## config.mk

```make
export PLATFORM = sky130hd
export DESIGN_NAME = hgame_match_ctrl
export DESIGN_NICKNAME = d
export VERILOG_FILES = /design/src/rtl/hgame_pkg.sv /design/src/rtl/hgame_result_decode.sv /design/src/rtl/hgame_match_ctrl.sv
export SDC_FILE = /design/constraint.sdc
export NUM_CORES = 1
export LEC_CHECK = 0
export CORE_UTILIZATION = 49
export CTS_CLUSTER_SIZE = 10
export DETAILED_ROUTE_END_ITERATION = 8
export PLACE_DENSITY_LB_ADDON = 0.3
export SETUP_SLACK_MARGIN = 0.3
export SYNTH_ARGS = -nofsm -noshare
export SYNTH_HDL_FRONTEND = slang
export SYNTH_SLANG_ARGS = --single-unit
```

## constraint.sdc

```tcl
create_clock -name CLK -period 2.19 [get_ports CLK]
set_clock_uncertainty 0.05 [all_clocks]
set_input_delay 0.5475 -clock CLK [delete_from_list [all_inputs] [get_ports CLK]]
set_output_delay 0.5475 -clock CLK [all_outputs]
set_load 0.05 [all_outputs]
```

## src/rtl/hgame_pkg.sv

```systemverilog
// Shared constants for the Hunch match controller: round-result codes,
// controller state encoding and player bit positions.
package hgame_pkg;

  localparam logic [2:0] W_NONE = 3'b000;
  localparam logic [2:0] W_A    = 3'b001;
  localparam logic [2:0] W_B    = 3'b010;
  localparam logic [2:0] W_C    = 3'b011;
  localparam logic [2:0] W_AB   = 3'b100;
  localparam logic [2:0] W_AC   = 3'b101;
  localparam logic [2:0] W_BC   = 3'b110;
  localparam logic [2:0] W_DRAW = 3'b111;

  typedef enum logic [1:0] {
    WAIT = 2'd0,
    HOLD = 2'd1,
    DONE = 2'd2
  } state_t;

  // Bit positions inside every {C,B,A} player vector
  localparam int P_A = 0;
  localparam int P_B = 1;
  localparam int P_C = 2;

endpackage

```

## src/rtl/hgame_result_decode.sv

```systemverilog
// Maps a WINNER_DISP code onto a {C,B,A} award vector; DRAW awards nobody
// but is still a result.
module hgame_result_decode
  import hgame_pkg::*;
(
  input  logic [2:0] i_code,
  output logic [2:0] o_award,
  output logic       o_is_result
);

  always_comb begin
    o_award     = 3'b000;
    o_is_result = (i_code != W_NONE);
    case (i_code)
      W_A:  o_award[P_A] = 1'b1;
      W_B:  o_award[P_B] = 1'b1;
      W_C:  o_award[P_C] = 1'b1;
      W_AB: begin
        o_award[P_A] = 1'b1;
        o_award[P_B] = 1'b1;
      end
      W_AC: begin
        o_award[P_A] = 1'b1;
        o_award[P_C] = 1'b1;
      end
      W_BC: begin
        o_award[P_B] = 1'b1;
        o_award[P_C] = 1'b1;
      end
      default: o_award = 3'b000;
    endcase
  end

endmodule

```

## src/rtl/hgame_match_ctrl.sv

```systemverilog
// Match-level controller: scores each round result from Main_FSM, pulses the
// round reset back to it and declares the match winner(s) at WIN_TARGET.
module hgame_match_ctrl
  import hgame_pkg::*;
#(
  parameter int WIN_TARGET = 3,
  parameter int SCORE_W    = 3,
  parameter int RCNT_W     = 8
) (
  input  logic              CLK,
  input  logic              RST,
  input  logic [2:0]        WINNER_DISP,
  input  logic              NEW_MATCH,
  output logic              ROUND_RST,
  output logic [SCORE_W-1:0] SCORE_A,
  output logic [SCORE_W-1:0] SCORE_B,
  output logic [SCORE_W-1:0] SCORE_C,
  output logic [RCNT_W-1:0] ROUND_CNT,
  output logic              MATCH_DONE,
  output logic [2:0]        MATCH_WINNER
);

  localparam logic [SCORE_W-1:0] TGT = SCORE_W'(WIN_TARGET);

  state_t              r_state, w_state_nxt;
  logic [SCORE_W-1:0]  r_score_a, r_score_b, r_score_c;
  logic [SCORE_W-1:0]  w_score_a_nxt, w_score_b_nxt, w_score_c_nxt;
  logic [RCNT_W-1:0]   r_rcnt, w_rcnt_nxt;
  logic                r_round_rst, w_round_rst_nxt;
  logic                r_match_done, w_match_done_nxt;
  logic [2:0]          r_match_winner, w_match_winner_nxt;
  logic [2:0]          w_award;
  logic                w_is_result;
  logic [2:0]          w_hit;

  function automatic logic [SCORE_W-1:0] sat_score(input logic [SCORE_W-1:0] v,
                                                   input logic inc);
    if (!inc || v >= TGT) return v;
    return v + SCORE_W'(1);
  endfunction

  function automatic logic [RCNT_W-1:0] sat_rcnt(input logic [RCNT_W-1:0] v);
    if (&v) return v;
    return v + RCNT_W'(1);
  endfunction

  hgame_result_decode u_decode (
    .i_code      (WINNER_DISP),
    .o_award     (w_award),
    .o_is_result (w_is_result)
  );

  assign w_hit[P_A] = (r_score_a == TGT);
  assign w_hit[P_B] = (r_score_b == TGT);
  assign w_hit[P_C] = (r_score_c == TGT);

  always_comb begin
    w_state_nxt        = r_state;
    w_score_a_nxt      = r_score_a;
    w_score_b_nxt      = r_score_b;
    w_score_c_nxt      = r_score_c;
    w_rcnt_nxt         = r_rcnt;
    w_round_rst_nxt    = 1'b0;
    w_match_done_nxt   = r_match_done;
    w_match_winner_nxt = r_match_winner;

    // NEW_MATCH parks in HOLD so a result still on the bus is never scored
    if (NEW_MATCH) begin
      w_score_a_nxt      = '0;
      w_score_b_nxt      = '0;
      w_score_c_nxt      = '0;
      w_rcnt_nxt         = '0;
      w_match_done_nxt   = 1'b0;
      w_match_winner_nxt = 3'b000;
      w_round_rst_nxt    = 1'b1;
      w_state_nxt        = HOLD;
    end else begin
      case (r_state)
        WAIT: begin
          if (w_is_result) begin
            w_score_a_nxt   = sat_score(r_score_a, w_award[P_A]);
            w_score_b_nxt   = sat_score(r_score_b, w_award[P_B]);
            w_score_c_nxt   = sat_score(r_score_c, w_award[P_C]);
            w_rcnt_nxt      = sat_rcnt(r_rcnt);
            w_round_rst_nxt = 1'b1;
            w_state_nxt     = HOLD;
          end
        end
        HOLD: begin
          if (!w_is_result) begin
            if (|w_hit) begin
              w_state_nxt        = DONE;
              w_match_done_nxt   = 1'b1;
              w_match_winner_nxt = w_hit;
            end else begin
              w_state_nxt = WAIT;
            end
          end
        end
        DONE: begin
          w_state_nxt = DONE;
        end
        default: begin
          w_state_nxt = WAIT;
        end
      endcase
    end
  end

  always_ff @(posedge CLK or negedge RST) begin
    if (!RST) begin
      r_state        <= WAIT;
      r_score_a      <= '0;
      r_score_b      <= '0;
      r_score_c      <= '0;
      r_rcnt         <= '0;
      r_round_rst    <= 1'b0;
      r_match_done   <= 1'b0;
      r_match_winner <= 3'b000;
    end else begin
      r_state        <= w_state_nxt;
      r_score_a      <= w_score_a_nxt;
      r_score_b      <= w_score_b_nxt;
      r_score_c      <= w_score_c_nxt;
      r_rcnt         <= w_rcnt_nxt;
      r_round_rst    <= w_round_rst_nxt;
      r_match_done   <= w_match_done_nxt;
      r_match_winner <= w_match_winner_nxt;
    end
  end

  assign ROUND_RST    = r_round_rst;
  assign SCORE_A      = r_score_a;
  assign SCORE_B      = r_score_b;
  assign SCORE_C      = r_score_c;
  assign ROUND_CNT    = r_rcnt;
  assign MATCH_DONE   = r_match_done;
  assign MATCH_WINNER = r_match_winner;

endmodule
```

==> metrics.csv, run 1 <==
stage;metric;value;unit
synth;Distinct cells, synth;31;
worst_setup_path;worst path bufs/invs;1;
detailed_routing;drt wl/cell;15.3;µm
worst_setup_path;worst-path maximum fanout;5;
synth;Main synth FF type;dfrtp_1;
detailed_routing;number of nets still failing antenna checks after routing;0;
synth;multiplexer share of the synthesized area;6.51;%
synth;FFs w/ async S/R, synth;100;%
timing;final setup vio count;0;
worst_setup_path;WP data arrival;1290;ps
floorplanning;FP Rows;17;
timing;Worst-Margin Slew;490;ps
final_layout;utilization after layout;72.6;%
global_routing;GRT Util Overall;24.8;%
timing;crit path time final;1880;ps
worst_setup_path;CP max stage cell;clkdlybuf4s15_1;
synth;Syn Nets;138;
synth;Cell Area, Synth;0.00125;mm²
synth;Synth Area in Compound Gates;13.1;%
synth;top-count cell post-synth;dfrtp_1;
clocking;CTS Hold Buffers Added;0;
global_routing;pin count of the biggest net entering global routing;25;
timing;RSZ-0062 raised after global routing;yes;
worst_setup_path;setup slack, reg-to-reg;380;ps
worst_setup_path;FF-to-FF End;SCORE_C[0];
final_layout;NumNets Final;179;
global_routing;Congestion Overflow GR;0;
synth;Area contributors post-synth;dfrtp_1 (48%), ha_1 (7.0%), mux2i_1 (5.6%);
final_layout;share of cells above drive strength 1;24.8;%
timing;Hold WS;463;ps
timing;Max Clock Freq;0.531;GHz
floorplanning;Core ar.;0.00230;mm²
final_layout;Area Growth Syn to Fin;33.4;%
detailed_routing;DR top layer;met4;
global_routing;first-pass GRT wire length;5000;µm
synth;synth warn;0;
clocking;CTS Buffer Depth;2;
detailed_routing;met2 routed WL;1490;µm
hold_path;hold endpoint;MATCH_DONE;
placement;HPWL after DPL;2120;µm
worst_setup_path;startpoint types;register;
final_layout;Antenna diodes;0;
worst_setup_path;CP max stage delay;520;ps
worst_setup_path;critical path's top delay family;buffers and inverters;
floorplanning;Die X;52.5;µm
synth;Synth top area share;48.0;%
detailed_routing;vias per cell;5.75;
timing;final hold violation count;0;
timing;fin crit share;86.0;%
hold_path;hold path startpoint;MATCH_DONE;
detailed_routing;vias post-DR;1110;
status;run status;completed;
clocking;clock-pin slew on the worst setup and hold paths;140;ps
worst_setup_path;CP endpoint kind;output port;
synth;Seq/Total Area, Yosys;48.0;%
clocking;H-tree level count;1;
floorplanning;Die H;52.5;µm
clocking;CTS Buf Count;3;
clocking;root buf cell;clkbuf_4;
worst_setup_path;CP Class;reg2out;
run;max-cap viol count;0;
timing;Pins Over Slew Limit;0;
synth;Syn Inst Count;125;
timing;relative slew slack;67.5;%
synth;Post-synth EDFFs;0;
pwr;Lkg Pwr;0.788;nW
worst_setup_path;reg2reg start;SCORE_C[0];
hold_path;class of the worst hold path;reg2reg;
pwr;worst IR drop on VDD;0.383;mV
hold_path;hold path depth;2;
detailed_routing;DR DRC count;0;
worst_setup_path;Worst Setup SP;SCORE_C[0];
synth;main combinational cell family by area after synthesis;simple AND/OR/NAND/NOR gates;
placement;port buffer count;27;
synth;Syn Area/Cell;10.0;µm²
detailed_routing;WL final;2950;µm
global_routing;antenna violations before repair;0;
worst_setup_path;WP data required;1590;ps
synth;post-synthesis simple-gate area fraction;20.5;%
placement;GP Congestion;0.840;
detailed_routing;wl on met1;1340;µm
synth;cell taking the most area after synthesis;dfrtp_1;
worst_setup_path;worst r2r path cells;5;
worst_setup_path;CP cell instances;clkdlybuf4s15_1;
detailed_routing;DR iter-0 viols;27;
synth;commonest cells in the netlist;dfrtp_1 (24), nor2_1 (16), a21oi_1 (11), nand2_1 (9);
detailed_routing;WL met3;114;µm
clocking;Worst-Skew Late Latency;320;ps
synth;post-synthesis adder-cell area fraction;7.01;%
clocking;CTS tree;built;
detailed_routing;Pre-Repair DR Iteration Count;4;
synth;XOR/XNOR Fraction of Synth Area;2.10;%
synth;post-synthesis sequential element count;24;
floorplanning;die area;0.00276;mm²
pwr;power per cell area;515;mW/mm²
global_routing;vias in the first global route;1093;
floorplanning;Ports;28;
floorplanning;initial core utilization;54.4;%
clocking;clock sink total;24;
==> state kept, by name, indices dropped and copies added (netlist names) <==
signal and cells:
r_state 2, MATCH_WINNER 3, ROUND_CNT 8, SCORE_C 3, ROUND_RST 1, SCORE_A 3, MATCH_DONE 1, SCORE_B 3
==> per-layer routing <==
layer  global-route usage, %  up-vias
met3                    3.77        2
li1                        -      537
met4                    7.46        0
met5                       0        -
met1                    32.2      545
met2                    42.4       26
==> cells by family after synthesis <==
group	after synthesis
and+or+nand+nor	48
AOI/OAI and AO/OA	26
DFF	24
buffers and inverters	9
muxes	8
adders and majority gates	7
xor gates and xnor gates	3
==> metrics by stage <==
| step | setup WS [ps] | cells | instance area [µm²] | TNS [ps] | total power [mW] |
|---|---|---|---|---|---|
| 3_3_place_gp | -78.2 | 188 | 1650 | -355 | 0.535 |
| 5_1_grt | 254 | 193 | 1670 | 0 | 0.881 |
| 6_report | 307 | 193 | 1670 | 0 | 0.859 |
| 2_1_floorplan | 324 | 125 | 1290 | 0 | 0.493 |
| 4_1_cts | 267 | 192 | 1690 | 0 | 0.857 |
| 3_5_place_dp | -100 | 188 | 1650 | -644 | 0.538 |
==> worst max path at each step <==
| stage | to | depth (start not counted) |
|---|---|---|
| after floorplan | ROUND_CNT[1] | 5 |
| after global placement | MATCH_WINNER[2] | 5 |
| after detailed placement | SCORE_C[0] | 5 |
| after CTS | SCORE_C[0] | 1 |
| after global routing | SCORE_C[0] | 1 |
| final | SCORE_C[0] | 1 |
==> where the power goes <==
group / leakage (nW) / total, mW / internal [mW] / switching (mW)
Combinational: 0.437 / 0.0784 / 0.0292 / 0.0492
Clock: 0.0279 / 0.331 / 0.185 / 0.146
Sequential: 0.323 / 0.450 / 0.447 / 0.00330
==> final cells by class <==
type | instances | area [µm²]
timing repair buffer | 38 | 284
inverter | 7 | 26.3
sequential | 24 | 604
clock buffer | 3 | 22.5
fill | 179 | 629
multi-input combinational | 92 | 666
tap | 28 | 35.0
clock inverter | 1 | 30.0
==> placed cells by master, fill, tap and decap left out, types with 2 or more instances in the layout <==
cell type        Yosys  final
ha_4                 0      2
ha_1                 7      5
clkbuf_4             0      3
nor2_1              16     16
dfrtp_1             24     21
o211ai_1             2      2
nand2_1              9      9
clkdlybuf4s50_1      0      2
nand4_1              3      3
buf_4                0     14
and2_1               3      3
clkdlybuf4s15_1      0      3
clkbuf_2             0     10
inv_1                7      7
xor2_1               2      2
a311oi_1             3      3
nor3_1               3      3
or3_1                4      4
o21ai_0              5      5
nand3_1              3      3
a21oi_1             11     10
dlygate4sd2_1        0      9
dfrtp_2              0      3
mux2i_1              7      7
==> timing repair <==
| item | in CTS | in global routing |
|---|---|---|
| resized for setup | 32 | 17 |
| endpoints found under the setup margin | 25 | 19 |
| setup buffers | 0 | 1 |
| pin swaps | 3 | 2 |
(Power assumes the default switching activity.)
==> inputs of run 2 (changes only) <==
Settings changed: CORE_UTILIZATION 49 to 53, SLEW_MARGIN from default to 40.
Clock period 2.19 ns to 2.4 ns, I/O delays scaled along.
==> run 2 against run 1 <==
Global-route usage up 0.43 points. Die area down 7.3%. Core utilization up 0.42 points. Largest power group unchanged. Largest cell class unchanged. Sequential power down 8.9%. Highest routed layer unchanged. Sequential cell count unchanged.
==> metrics.csv, run 2 (synthesis gave the netlist of run 1 again) <==
stage;metric;value;unit;change
pwr;Lkg Pwr;0.822;nW;+4.4%
worst_setup_path;CP max stage cell;dlygate4sd2_1;;
detailed_routing;drt wl/cell;14.8;µm;-3.3%
final_layout;commonest non-fill, non-tap cell in the layout;dfrtp_1;;
worst_setup_path;CP max stage delay;560;ps;+40 ps
final_layout;Area Growth Syn to Fin;29.2;%;
worst_setup_path;CP Class;reg2out;;
clocking;clock sink total;24;;unchanged
placement;HPWL after DPL;2080;µm;-1.9%
worst_setup_path;critical path's top delay family;buffers and inverters;;
global_routing;first-pass GRT wire length;4770;µm;-4.7%
floorplanning;initial core utilization;56.5;%;+2.1 points
floorplanning;Die H;50.6;µm;-3.7%
clocking;CTS Buffer Depth;2;;unchanged
timing;final hold violation count;0;;unchanged
pwr;worst IR drop on VDD;0.471;mV;+23%
run;max-cap viol count;0;;unchanged
timing;PnR worst setup slack;378;ps;+71.4 ps
placement;port buffer count;27;;unchanged
placement;pre-CTS setup slack;49.5;ps;+149 ps
global_routing;Congestion Overflow GR;0;;unchanged
final_layout;Largest register FFs;8;;unchanged
hold_path;class of the worst hold path;reg2reg;;
final_layout;Antenna diodes;0;;unchanged
timing;Final TNS setup;0;ps;unchanged
status;run status;completed;;
global_routing;vias in the first global route;1066;;-2.5%
pwr;power per cell area;414;mW/mm²;-20%
timing;relative slew slack;67.1;%;-0.33 points
floorplanning;die area;0.00256;mm²;-7.3%
final_layout;commonest cells after routing, fill and taps aside;dfrtp_1 (23), dlygate4sd2_1 (22), nor2_1 (16);;
timing;fin crit share;84.2;%;
detailed_routing;Pre-Repair DR Iteration Count;4;;unchanged
floorplanning;Ports;28;;unchanged
global_routing;pin count of the biggest net entering global routing;25;;unchanged
worst_setup_path;worst path bufs/invs;1;;unchanged
worst_setup_path;WP data required;1750;ps;+160 ps
timing;crit path time final;2020;ps;
worst_setup_path;CP cell instances;dlygate4sd2_1;;
clocking;Worst-Skew Late Latency;330;ps;about the same
worst_setup_path;WP data arrival;1370;ps;+80 ps
clocking;CTS Buf Count;3;;unchanged
detailed_routing;number of nets still failing antenna checks after routing;0;;unchanged
final_layout;share of cells above drive strength 1;10.4;%;-14 points
detailed_routing;DR DRC count;0;;unchanged
placement;GP Congestion;0.788;;-6.2%
clocking;CTS tree;built;;
clocking;root buf cell;clkbuf_4;;
timing;RSZ-0062 raised after global routing;no;;
worst_setup_path;CP endpoint kind;output port;;
floorplanning;Die X;50.6;µm;-3.7%
timing;Pins Over Slew Limit;0;;unchanged
global_routing;antenna violations before repair;0;;unchanged
clocking;clock-pin slew on the worst setup and hold paths;130;ps;about the same
floorplanning;Core ar.;0.00221;mm²;-3.7%
clocking;H-tree level count;1;;unchanged
timing;Worst-Margin Slew;495;ps;+4.94 ps
worst_setup_path;startpoint types;register;;
timing;final setup vio count;0;;unchanged
floorplanning;FP Rows;17;;unchanged
worst_setup_path;worst-path maximum fanout;8;;+3
final_layout;filler instances;186;;+3.9%
global_routing;GRT Util Overall;25.3;%;+0.43 points
final_layout;NumNets Final;177;;-1.1%
detailed_routing;vias post-DR;1102;;-0.72%
detailed_routing;DR iter-0 viols;31;;+15%
detailed_routing;vias per cell;5.77;;+0.32%
detailed_routing;WL final;2830;µm;-4.3%
timing;Max Clock Freq;0.495;GHz;
## run 2: cell types whose count changed in the layout (fill, tap and decap cells not counted), sizes merged
| cell | delta |
|---|---|
| clkdlybuf4s50 | +3 |
| clkbuf | -9 |
| dlygate4sd2 | +13 |
| clkdlybuf4s15 | -3 |
| buf | -5 |
| bufinv | -1 |
## run 2: path summary, 6_finish.rpt
kind	cells after the start	startpoint	to	slack, ps
hold / removal	2	MATCH_DONE	MATCH_DONE	480
hold reg to reg	2	MATCH_DONE	MATCH_DONE	480
max in group asynchronous	2	RST	SCORE_C[0]	1490
setup reg to reg	5	SCORE_C[0]	SCORE_C[0]	450
min in group asynchronous	2	RST	SCORE_C[0]	560
setup / recovery	1	ROUND_CNT[2]	ROUND_CNT[2]	380
## run 2: power by group
group / internal (mW) / leakage (nW) / total (mW) / switching, mW
logic: 0.0245 / 0.481 / 0.0666 / 0.0421
clock network: 0.0653 / 0.0150 / 0.192 / 0.126
registers: 0.407 / 0.326 / 0.410 / 0.00265
## run 2: stage by stage
stage               util [%]  std cells  hold WS, ps  area [µm²]  power (mW)
detailed placement      72.7        186          447        1610       0.487
CTS                     72.7        190          478        1610       0.673
global route            73.0        191          494        1620       0.692
finish                  73.0        191          476        1620       0.668
floorplan                  -        125          254        1250       0.448
global placement        72.7        186          438        1610       0.484
## run 2: repair_timing
item / 4_1_cts / 5_1_grt
hold buffers: 0 / 0
pin swaps: 0 / 1
gates cloned: 0 / 0
gates resized for setup: 22 / 0
endpoints found under the setup margin: 22 / 1
setup buffers: 0 / 1
## run 2: layout make-up
cell class,count,area [µm²],share of cell area [%]
Sequential cell,24,602,37.3
Tap cell,28,35.0,2.17
Clock buffer,4,26.3,1.63
Timing Repair Buffer,36,310,19.2
Multi-Input combinational cell,92,616,38.1
Inverter,7,26.3,1.63
## run 2: metal layers
metal	global-route usage (%)	vias up	share of wire, %
li1	-	530	-
met1	31.6	534	44
met2	43.3	33	50
met3	2.12	5	3.3
met4	13.0	0	1.7
met5	0	-	0
==> inputs of run 3 (changes only) <==
Settings changed: CORE_UTILIZATION 53 to 44.
Clock period 2.4 ns to 1.7 ns, I/O delays scaled along.
==> run 3 against run 2 <==
Synthesized cell count unchanged. The flow now stops in global routing. Synthesized area did not move.
==> metrics.csv, run 3 <==
stage;metric;value;unit;change
status;run status;did not finish;;
status;Failed at;global routing;;
status;Err;[ERROR DPL-0033] detailed placement checks failed during check placement.;;
synth;main combinational cell family by area after synthesis;simple AND/OR/NAND/NOR gates;;
placement;area post-placement;0.00206;mm²;+28%
synth;synth warn;0;;unchanged
synth;Area contributors post-synth;dfrtp_1 (48%), ha_1 (7.0%), mux2i_1 (5.6%);;
synth;Distinct cells, synth;31;;unchanged
clocking;CTS Buffer Depth;2;;unchanged
synth;Synth top area share;48.0;%;unchanged
synth;Main synth FF type;dfrtp_1;;
synth;commonest cells in the netlist;dfrtp_1 (24), nor2_1 (16), a21oi_1 (11), nand2_1 (9);;
synth;Seq/Total Area, Yosys;48.0;%;unchanged
synth;cell taking the most area after synthesis;dfrtp_1;;
clocking;CTS Hold Buffers Added;0;;unchanged
floorplanning;Die H;55.3;µm;+9.4%
synth;Syn Inst Count;125;;unchanged
synth;Syn Area/Cell;10.0;µm²;unchanged
synth;top-count cell post-synth;dfrtp_1;;
synth;post-synthesis adder-cell area fraction;7.01;%;unchanged
synth;XOR/XNOR Fraction of Synth Area;2.10;%;unchanged
synth;multiplexer share of the synthesized area;6.51;%;unchanged
synth;Post-synth EDFFs;0;;unchanged
clocking;root buf cell;clkbuf_4;;
floorplanning;Die X;55.3;µm;+9.4%
clocking;H-tree level count;1;;unchanged
synth;Cell Area, Synth;0.00125;mm²;unchanged
synth;Synth Area in Compound Gates;13.1;%;unchanged
clocking;clock sink total;24;;unchanged
floorplanning;FP Rows;18;;+1
placement;GP Congestion;0.976;;+24%
global_routing;pin count of the biggest net entering global routing;25;;
global_routing;antenna violations before repair;0;;
synth;post-synthesis simple-gate area fraction;20.5;%;unchanged
timing;post-GRT worst EP;MATCH_WINNER[2]$_DFFE_PN0P_/D;;
timing;worst endpoint pin kind;register input;;
synth;FFs w/ async S/R, synth;100;%;unchanged
floorplanning;Ports;28;;unchanged
placement;HPWL after DPL;2560;µm;+23%
floorplanning;initial core utilization;48.3;%;-8.2 points
placement;port buffer count;27;;unchanged
clocking;CTS Buf Count;3;;unchanged
synth;post-synthesis sequential element count;24;;unchanged
synth;Syn Nets;138;;unchanged
## run 3: cell counts after synthesis
No cell type changed its count.
## run 3: what timing repair did
item / 4_1_cts
endpoints found under the setup margin: 44
setup buffers: 23
resized for setup: 33
cloned: 0
endpoints found under the hold margin: 0
pin swaps: 18
## run 3: logic make-up after synthesis
family	count (synthesis)
AO/OA/AOI/OAI	26
XOR/XNOR	3
adder cells (fa/ha/maj)	7
buffers and inverters	9
flip-flops	24
multiplexers	8
AND/OR/NAND/NOR	48
## run 3: metrics by stage
| step | setup WS (ps) | std cells |
|---|---|---|
| floorplan | -165 | 125 |
| global placement | -407 | 201 |
| detailed placement | -478 | 201 |
| CTS | -29.1 | 228 |
==> inputs of run 4 (changes only) <==
Settings changed: CORE_AREA from default to 2 2 63 65, CORE_UTILIZATION 44 to default, CTS_CLUSTER_SIZE 10 to default, DIE_AREA from default to 0 0 65 67, PLACE_DENSITY_LB_ADDON 0.3 to 0.15, SETUP_SLACK_MARGIN 0.3 to default.
Clock period 1.7 ns to 2.2 ns, I/O delays scaled along.
==> run 4 against run 3 <==
The flow now finishes without violations.
==> metrics.csv, run 4 (synthesis gave the netlist of run 1 again) <==
stage;metric;value;unit;change
floorplanning;Ports;28;;unchanged
floorplanning;FP Rows;22;;+4
placement;port buffer count;27;;unchanged
timing;fin crit share;97.1;%;
worst_setup_path;critical path's top delay family;buffers and inverters;;
clocking;CTS tree;built;;
final_layout;NumNets Final;180;;
detailed_routing;drt wl/cell;12.8;µm;
worst_setup_path;startpoint types;register;;
worst_setup_path;WP data required;1600;ps;
detailed_routing;number of nets still failing antenna checks after routing;0;;
pwr;Net Sw Frac;22.9;%;
global_routing;pin count of the biggest net entering global routing;25;;
global_routing;vias in the first global route;1049;;
global_routing;Congestion Overflow GR;0;;
floorplanning;initial core utilization;34.7;%;-14 points
timing;relative slew slack;66.6;%;
detailed_routing;vias per cell;4.99;;
floorplanning;die area;0.00436;mm²;
final_layout;share of cells above drive strength 1;15.1;%;
floorplanning;Core ar.;0.00361;mm²;
final_layout;Final Cell Area;0.00171;mm²;
timing;final setup vio count;0;;
final_layout;Largest register FFs;8;;
clocking;Worst-Skew Late Latency;270;ps;
pwr;clock share of power;36.4;%;
pwr;combinational share of power;9.4;%;
clocking;Post-CTS Setup Repair Bufs;0;;-100%
clocking;H-tree level count;1;;unchanged
timing;Worst-Margin Slew;499;ps;
worst_setup_path;worst path bufs/invs;1;;
global_routing;antenna violations before repair;0;;
timing;Max Clock Freq;0.468;GHz;
pwr;Psw;0.189;mW;
worst_setup_path;CP endpoint kind;output port;;
clocking;post-CTS sizing;0;;-100%
worst_setup_path;WP data arrival;1540;ps;
pwr;power per cell area;483;mW/mm²;
final_layout;number of standard cells in the layout, taps in and fillers out;214;;
worst_setup_path;CP cell instances;clkdlybuf4s50_1;;
clocking;clock sink total;24;;unchanged
clocking;clock-pin slew on the worst setup and hold paths;90;ps;
placement;area post-placement;0.00165;mm²;-20%
final_layout;commonest non-fill, non-tap cell in the layout;dfrtp_1;;
worst_setup_path;CP Class;reg2out;;
placement;HPWL after DPL;2090;µm;-19%
floorplanning;Die X;65;µm;+18%
pwr;sequential power share;54.2;%;
timing;crit path time final;2140;ps;
final_layout;commonest cells after routing, fill and taps aside;dfrtp_1 (24), clkdlybuf4s50_1 (22), buf_4 (17);;
detailed_routing;WL final;2740;µm;
timing;Final TNS setup;0;ps;
detailed_routing;Pre-Repair DR Iteration Count;4;;
floorplanning;Die H;67;µm;+21%
detailed_routing;vias post-DR;1067;;
hold_path;class of the worst hold path;reg2reg;;
final_layout;Area Growth Syn to Fin;36.4;%;
clocking;CTS Buf Count;3;;unchanged
pwr;Lkg Pwr;0.757;nW;
final_layout;utilization after layout;47.3;%;
clocking;CTS Buffer Depth;2;;unchanged
clocking;root buf cell;clkbuf_8;;
pwr;worst IR drop on VDD;0.368;mV;
worst_setup_path;worst-path maximum fanout;6;;
pwr;P_int;0.635;mW;
placement;GP Congestion;0.765;;-22%
global_routing;first-pass GRT wire length;4720;µm;
timing;RSZ-0062 raised after global routing;no;;
final_layout;Antenna diodes;0;;
global_routing;GRT Util Overall;14.1;%;
timing;final hold violation count;0;;
worst_setup_path;CP max stage cell;clkdlybuf4s50_1;;
detailed_routing;DR DRC count;0;;
clocking;CTS Hold Buffers Added;0;;unchanged
worst_setup_path;CP max stage delay;830;ps;
pwr;Power Total;0.824;mW;
placement;placed cell count;210;;+4.5%
detailed_routing;DR iter-0 viols;52;;
status;run status;completed;;
timing;Pins Over Slew Limit;0;;
run;max-cap viol count;0;;
[run 4: cell type report]
type                       count  area (µm²)
fill                         348        1900
sequential                    24         601
timing repair buffer          39         348
tap                           48        60.1
inverter                       7        26.3
multi-input combinational     92         616
clock buffer                   4        55.1
[run 4: layer usage]
| metal | up-vias | part of all wire (%) | global-route usage (%) |
|---|---|---|---|
| met3 | 3 | 3.8 | 4.05 |
| met5 | - | 0 | 0 |
| met4 | 0 | 0.51 | 3.19 |
| li1 | 534 | - | - |
| met2 | 18 | 47 | 22.8 |
| met1 | 512 | 48 | 18.5 |
[run 4: worst paths after layout]
kind	start	to	slack, ps	cells past startpoint
min	MATCH_DONE	MATCH_DONE	470	2
max in group asynchronous	RST	ROUND_CNT[3]	1270	2
max reg2reg	SCORE_C[0]	SCORE_C[0]	250	5
min in group asynchronous	RST	SCORE_C[2]	580	2
min reg2reg	MATCH_DONE	MATCH_DONE	470	2
max	ROUND_CNT[5]	ROUND_CNT[5]	60	1
[run 4: power groups by stage]
stage	logic [mW]	registers, mW	clock network, mW
floorplan	0.0230	0.466	0
global placement	0.0782	0.456	0
detailed placement	0.0790	0.456	0
CTS	0.0791	0.447	0.315
global route	0.0860	0.448	0.329
finish	0.0773	0.447	0.300
[run 4: through the flow]
| stage | hold slack (ps) | setup WS [ps] |
|---|---|---|
| finish | 465 | 64.3 |
| global route | 529 | 2.35 |
| CTS | 471 | 45.4 |
| detailed placement | 445 | -54.1 |
| global placement | 437 | -21.2 |
| floorplan | 204 | 82.8 |
